[src/rtl/pro_ele_array.sv]
// pro_ele_array: LANES fixed-point MAC neurons sharing one x stream.
// Define PRO_ELE_RELU_EN to clamp negative results to zero.
module pro_ele_array #(
  parameter int DW    = 16,
  parameter int FRAC  = 8,
  parameter int LANES = 4,
  parameter int CNT_W = 10,
  parameter int ACC_W = 2*DW+CNT_W
) (
  input  logic                  clock,
  input  logic                  reset,
  input  logic                  head,
  input  logic                  in_valid,
  input  logic [DW-1:0]         x_in,
  input  logic [LANES*DW-1:0]   w,
  input  logic [LANES*DW-1:0]   b,
  input  logic                  out_ready,
  output logic [LANES*DW-1:0]   pe_out,
  output logic                  done_flag,
  output logic                  busy
);

  typedef enum logic [1:0] {
    IDLE,
    ACCUM,
    BIAS,
    DONE
  } state_t;

  state_t state, state_nx;

  logic [CNT_W-1:0] fin_cnt;
  logic [CNT_W-1:0] cnt;
  logic [CNT_W-1:0] cnt_inc;
  logic             last;

  logic signed [2*DW-1:0]  xe;
  logic signed [2*DW-1:0]  we   [LANES];
  logic signed [2*DW-1:0]  prod [LANES];
  logic signed [ACC_W-1:0] acc  [LANES];
  logic signed [ACC_W-1:0] bsum [LANES];
  logic signed [ACC_W-1:0] shr  [LANES];
  logic [ACC_W-DW:0]       top  [LANES];
  logic [DW-1:0]           res  [LANES];

  localparam logic [DW-1:0] SMAX = {1'b0, {(DW-1){1'b1}}};
  localparam logic [DW-1:0] SMIN = {1'b1, {(DW-1){1'b0}}};

  assign cnt_inc   = cnt + 1'b1;
  assign last      = in_valid && (cnt_inc == fin_cnt);
  assign busy      = (state != IDLE);
  assign done_flag = (state == DONE);

  // State register
  always_ff @(posedge clock) begin
    if (reset) state <= IDLE;
    else       state <= state_nx;
  end

  // Next-state decode
  always_comb begin
    state_nx = state;
    unique case (state)
      IDLE: begin
        if (head)
          state_nx = (x_in[CNT_W-1:0] == '0) ? BIAS : ACCUM;
      end
      ACCUM: begin
        if (last) state_nx = BIAS;
      end
      BIAS: state_nx = DONE;
      DONE: begin
        if (out_ready) state_nx = IDLE;
      end
    endcase
  end

  // Per-lane product, bias add, floor shift and saturation
  always_comb begin
    xe = {{DW{x_in[DW-1]}}, x_in};
    for (int i = 0; i < LANES; i++) begin
      we[i]   = {{DW{w[i*DW+DW-1]}}, w[i*DW +: DW]};
      prod[i] = xe * we[i];
      bsum[i] = acc[i]
              + ({{(ACC_W-DW){b[i*DW+DW-1]}}, b[i*DW +: DW]} << FRAC);
      shr[i]  = bsum[i] >>> FRAC;
      top[i]  = shr[i][ACC_W-1:DW-1];
      if ((&top[i]) || !(|top[i]))
        res[i] = shr[i][DW-1:0];
      else if (shr[i][ACC_W-1])
        res[i] = SMIN;
      else
        res[i] = SMAX;
`ifdef PRO_ELE_RELU_EN
      if (res[i][DW-1]) res[i] = '0;
`endif
    end
  end

  // Count, accumulate and result registers
  always_ff @(posedge clock) begin
    if (reset) begin
      fin_cnt <= '0;
      cnt     <= '0;
      pe_out  <= '0;
      for (int i = 0; i < LANES; i++) acc[i] <= '0;
    end else begin
      unique case (state)
        IDLE: begin
          if (head) begin
            fin_cnt <= x_in[CNT_W-1:0];
            cnt     <= '0;
            for (int i = 0; i < LANES; i++) acc[i] <= '0;
          end
        end
        ACCUM: begin
          if (in_valid) begin
            cnt <= cnt_inc;
            for (int i = 0; i < LANES; i++)
              acc[i] <= acc[i]
                      + {{(ACC_W-2*DW){prod[i][2*DW-1]}}, prod[i]};
          end
        end
        BIAS: begin
          for (int i = 0; i < LANES; i++)
            pe_out[i*DW +: DW] <= res[i];
        end
        DONE: ;
      endcase
    end
  end

endmodule

[config.mk]
export PLATFORM = sky130hd
export DESIGN_NAME = pro_ele_array
export DESIGN_NICKNAME = d
export VERILOG_FILES = /design/src/rtl/pro_ele_array.sv
export SDC_FILE = /design/constraint.sdc
export NUM_CORES = 2
export LEC_CHECK = 0
export ABC_AREA = 1
export CAP_MARGIN = 10
export CORE_ASPECT_RATIO = 2
export CORE_MARGIN = 8
export CORE_UTILIZATION = 55
export DETAILED_ROUTE_END_ITERATION = 16
export GPL_TIMING_DRIVEN = 1
export HOLD_SLACK_MARGIN = 0.12
export PLACE_DENSITY = 0.83
export SYNTH_ARGS = -nofsm -noshare
export SYNTH_HDL_FRONTEND = slang
export SYNTH_SLANG_ARGS = --single-unit
[constraint.sdc]
create_clock -name clock -period 10.15 [get_ports clock]
set_input_delay 1.5225 -clock clock [delete_from_list [all_inputs] [get_ports clock]]
set_output_delay 1.5225 -clock clock [all_outputs]
set_load 0.05 [all_outputs]
# Word level (Yosys, flattened, before mapping)
# Memories as Yosys holds them, arrays and structs flattened.
# Cells that the tools add are included.
[totals]
latchBits = 0
in_bits = 149
elab_cells = 92
regBits = 86
romBits = 0
output_inout_bits = 66
n_memories = 1
ramBits = 168
[mem_list]
columns = ["memory", "words", "width", "read_ports", "rd_clocked_by_memory_dff", "write_ports", "line_no", "source"]
rows = [
  ["acc", 4, 42, 4, 0, 4, "40", "logic signed [ACC_W-1:0] acc [LANES];"],
]
[classes]
n_addsub = 9
n_lt_le_gt_ge = 0
eq_ne = 8
n_mul = 4
muxes = 34
reduce_logical = 24
bitwise_logic = 8
n_shift = 0
div_mod_pow = 0
[ops]
columns = ["operator", "count"]
rows = [
  ["adder 42 bit", 8],
  ["two-way mux 42 bit", 8],
  ["multiplier 16 x 16 -> 32 bit", 4],
  ["two-way mux 16 bit", 8],
  ["AND reduction 19 bit", 4],
  ["OR reduction 19 bit", 4],
  ["two-way mux 10 bit", 2],
  ["one-hot mux 10 bit (2 select lines)", 1],
  ["adder 10 x 1 -> 10 bit (second input constant)", 1],
  ["== test 10 bit", 1],
  ["zero test 10 bit", 1],
  ["two-way mux 1 bit", 10],
  ["two-way mux 2 bit", 4],
  ["inequality test 2 bit (second input constant)", 4],
  ["bitwise OR 1 bit", 8],
  ["one-hot mux 2 bit (4 select lines)", 1],
  ["AND reduction 3 bit", 2],
  ["== test 2 bit (second input constant)", 2],
  ["zero test 1 bit", 4],
  ["logical OR 1 bit", 4],
  ["nonzero test 2 bit", 2],
  ["== test 2 x 1 -> 1 bit (second input constant)", 1],
  ["zero test 2 bit", 1],
  ["AND reduction 2 bit", 1],
  ["logical AND 1 bit", 1],
]

# Longest topological paths before layout
[depth]
word_depth = 6
depth_mapped = 45

# Least setup slack after synthesis
# OpenSTA, ideal clock, no wires.
[synth_timing]
path_kind = "in2reg"
from = "input x_in[15]"
to = "memory acc[3][41] in the netlist's numbering (data pin)"
t_required_ns = 9.897
setup_slack_ns = 1.315
arrival_ns = 8.582
n_path_buf = 2
cell_stages = 34
cell_sequence = "clkbuf_1 -> clkbuf_1 -> nand2_1 -> fa_1 -> inv_1 -> fa_1 -> fa_1 -> fa_1 -> fa_1 -> fa_1 -> ha_1 -> nand2_1 -> nor2_1 -> inv_1 -> nor3_1 -> nand4_1 -> nand3_1 -> a21oi_1 -> o21bai_1 -> xor2_1 -> inv_1 -> ha_1 -> a21oi_1 -> inv_1 -> a31oi_1 -> o21ai_0 -> a21oi_1 -> nand3_1 -> nand2_1 -> nand3_1 -> xnor2_1 -> nand2_1 -> nand2_1 -> nor2_1"
[synth_rtl]
columns = ["element", "line_no", "source"]
rows = [
  ["from (decl)", "14", "input logic [DW-1:0] x_in,"],
  ["to (decl)", "40", ""],
]

==> metrics <==
syn_nets 12.3k; vias in the first global route roughly 73k; FMAX 103 MHz; Worst path max stage delay 0.93 ns; RSZ-0062 raised after global routing no; largest net degree at the start of global routing 66; Worst Tran Pin Value 1.03 ns; ANT nets after route 0; pre-CTS setup slack -0.0511 ns; asr flop ratio synth 0%; wire per inst ~20 um; Post CTS Setup Buffer Count 0; post-synth top area share 29.4%; crit path time final 9.73 ns; total CTS buffers 34; fin cells 12.3k; top-count cell post-synth nand2_1; Area Growth Syn to Fin 8.50%; syn avg cell area 6.90 um^2; drt total wl 245000 um; clock buffer depth 3; Hold-fix buffers, CTS 0; synth top area cells fa_1 29%, nand2_1 15%, inv_1 13%; WP data required 10.61 ns; dpl hpwl 207000 um; fin crit share 95.9%; Die Width around 270 um; hold crit path type register to register; Hold WS approximately 0.47 ns; Final WS setup 0.420 ns; Synth Register Bits 254; Slew Limit Fails 0; synth cell count leaders 2862 x nand2_1, 2581 x inv_1, 1056 x fa_1; final setup fails 0; fin nets between 10k and 15k; first-pass GRT wire length 382000 um; status complete, no violations; WS Path Type input port to register; Tot GR Track Use 33.9%; clk sinks 254; Syn. warnings 0; crit path launch type input port; clock-pin slew on the worst setup and hold paths 0.06 ns; Initial Util 55.4%; total gr overflow 0; H-tree Lvls 2; via count between 60k and 70k; core area around 130000 um^2; Seq/Total Area, Yosys 8.83%; CP most frequent cell fa_1; number of synthesized flops with an enable pin 126; layout cells sized above 1 3.78%; Worst Setup End Kind register; worst skew pair latency 0.62 ns; Syn Std Cell Area slightly above 70000 um^2; skew final 0.0570 ns; # IOs 215; Synth Flop Type dfxtp_1; CTS tree done; root buffer cell clkbuf_16; Post-Synthesis Cells approximately 10k; die area 143000 um^2; unique cell type count in the Yosys netlist 48; initial detailed-routing violation count 4856; initial antenna violation count 17; routability congestion estimate 1.06; fillers ~12k; endpoints failing hold 0; CP max-delay cell clkdlybuf4s50_1; # rows 187; Die Y roughly 530 um; drt pass-1 iters 7; via/cell ratio 5.55; Maximum Capacitance Violations 0; DRC 0; Resized cells post-CTS 0; PortBufs between 200 and 250; total placed cells including tap cells 12.3k; Critical Path AT 10.19 ns; relative max-transition margin between 30% and 40%; cell taking the most area after synthesis fa_1; Max Fanout on Critical Path 16
logic make-up after synthesis:
kind of cell / synth area share, %
adder cells (fa/ha/maj): 40.5
AND/OR/NAND/NOR: 22.9
XOR/XNOR: 2.67
buffers and inverters: 15.1
flip-flops: 8.83
AO/OA/AOI/OAI: 10.0
cell type report:
| cell class | instances | area (um^2) | share of cell area [%] |
|---|---|---|---|
| clock inverters | 15 | 224 | 0.287 |
| inverters | 2591 | 9730 | 12.5 |
| flip-flops and latches | 254 | 6350 | 8.14 |
| diodes | 13 | 32.5 | 0.0417 |
| clock buffers | 47 | 971 | 1.25 |
| repair buffers | 426 | 3850 | 4.94 |
| well taps | 1701 | 2130 | 2.73 |
| multi-input cells | 7285 | 54700 | 70.1 |
stage by stage:
stage	TNS, ns	instance area [um^2]	utilization [%]
final	0	78000	60.1
after CTS	0	77900	60.1
after global routing	0	77900	60.1
after floorplan	0	71900	-
after detailed placement	-0.0946	76700	59.2
after global placement	-0.0173	76700	59.2
worst paths after layout:
kind	startpoint	to	slack, ns	depth (start not counted)
min	pe_out[63]	pe_out[63]	0.47	2
max	w[44]	acc[2][33]	0.42	31
min reg2reg	pe_out[63]	pe_out[63]	0.47	2
max reg2reg	acc[2][8]	pe_out[36]	6.11	18
critical path: cells and delay by family:
family | cells | cell delay, ns
adders and majority gates | 8 | 3.75
xor gates and xnor gates | 1 | 0.43
and+or+nand+nor | 12 | 2.42
buffers and inverters | 5 | 1.16
AOI/OAI and AO/OA | 5 | 0.86
metal layers:
metal	track usage, %	wire [um]	up-vias
li1	-	-	31834
met2	62.3	125000	2989
met4	28.9	25300	10
met5	0	68	-
met3	5.18	15400	1239
met1	32.7	79100	32386
layout by cell type, fill, tap and decap left out, drive strengths merged, types with 13 or more instances in the layout:
cell type,Yosys,layout
dfxtp,128,128
o21bai,48,48
fa,1056,1056
xnor2,77,77
clkdlybuf4s50,0,198
nand3,341,341
and2,28,28
nor2,589,589
nand4,86,86
a21o,37,37
buf,37,228
a21oi,685,685
o21a,37,37
or2,23,23
nor4,21,21
inv,2590,2592
o21ai,400,400
ha,635,635
clkbuf,251,47
diode,0,13
nand2,2883,2883
edfxtp,126,126
xor2,142,142
a31oi,40,40
nor3,74,74
registers in the layout, summed over array words and instances (netlist names):
name     flops
pe_out      64
fin_cnt     10
acc        168
state        2
cnt         10
Power is not shown: default switching activity piles up to over one toggle a cycle in this logic, so the estimate is an artifact.
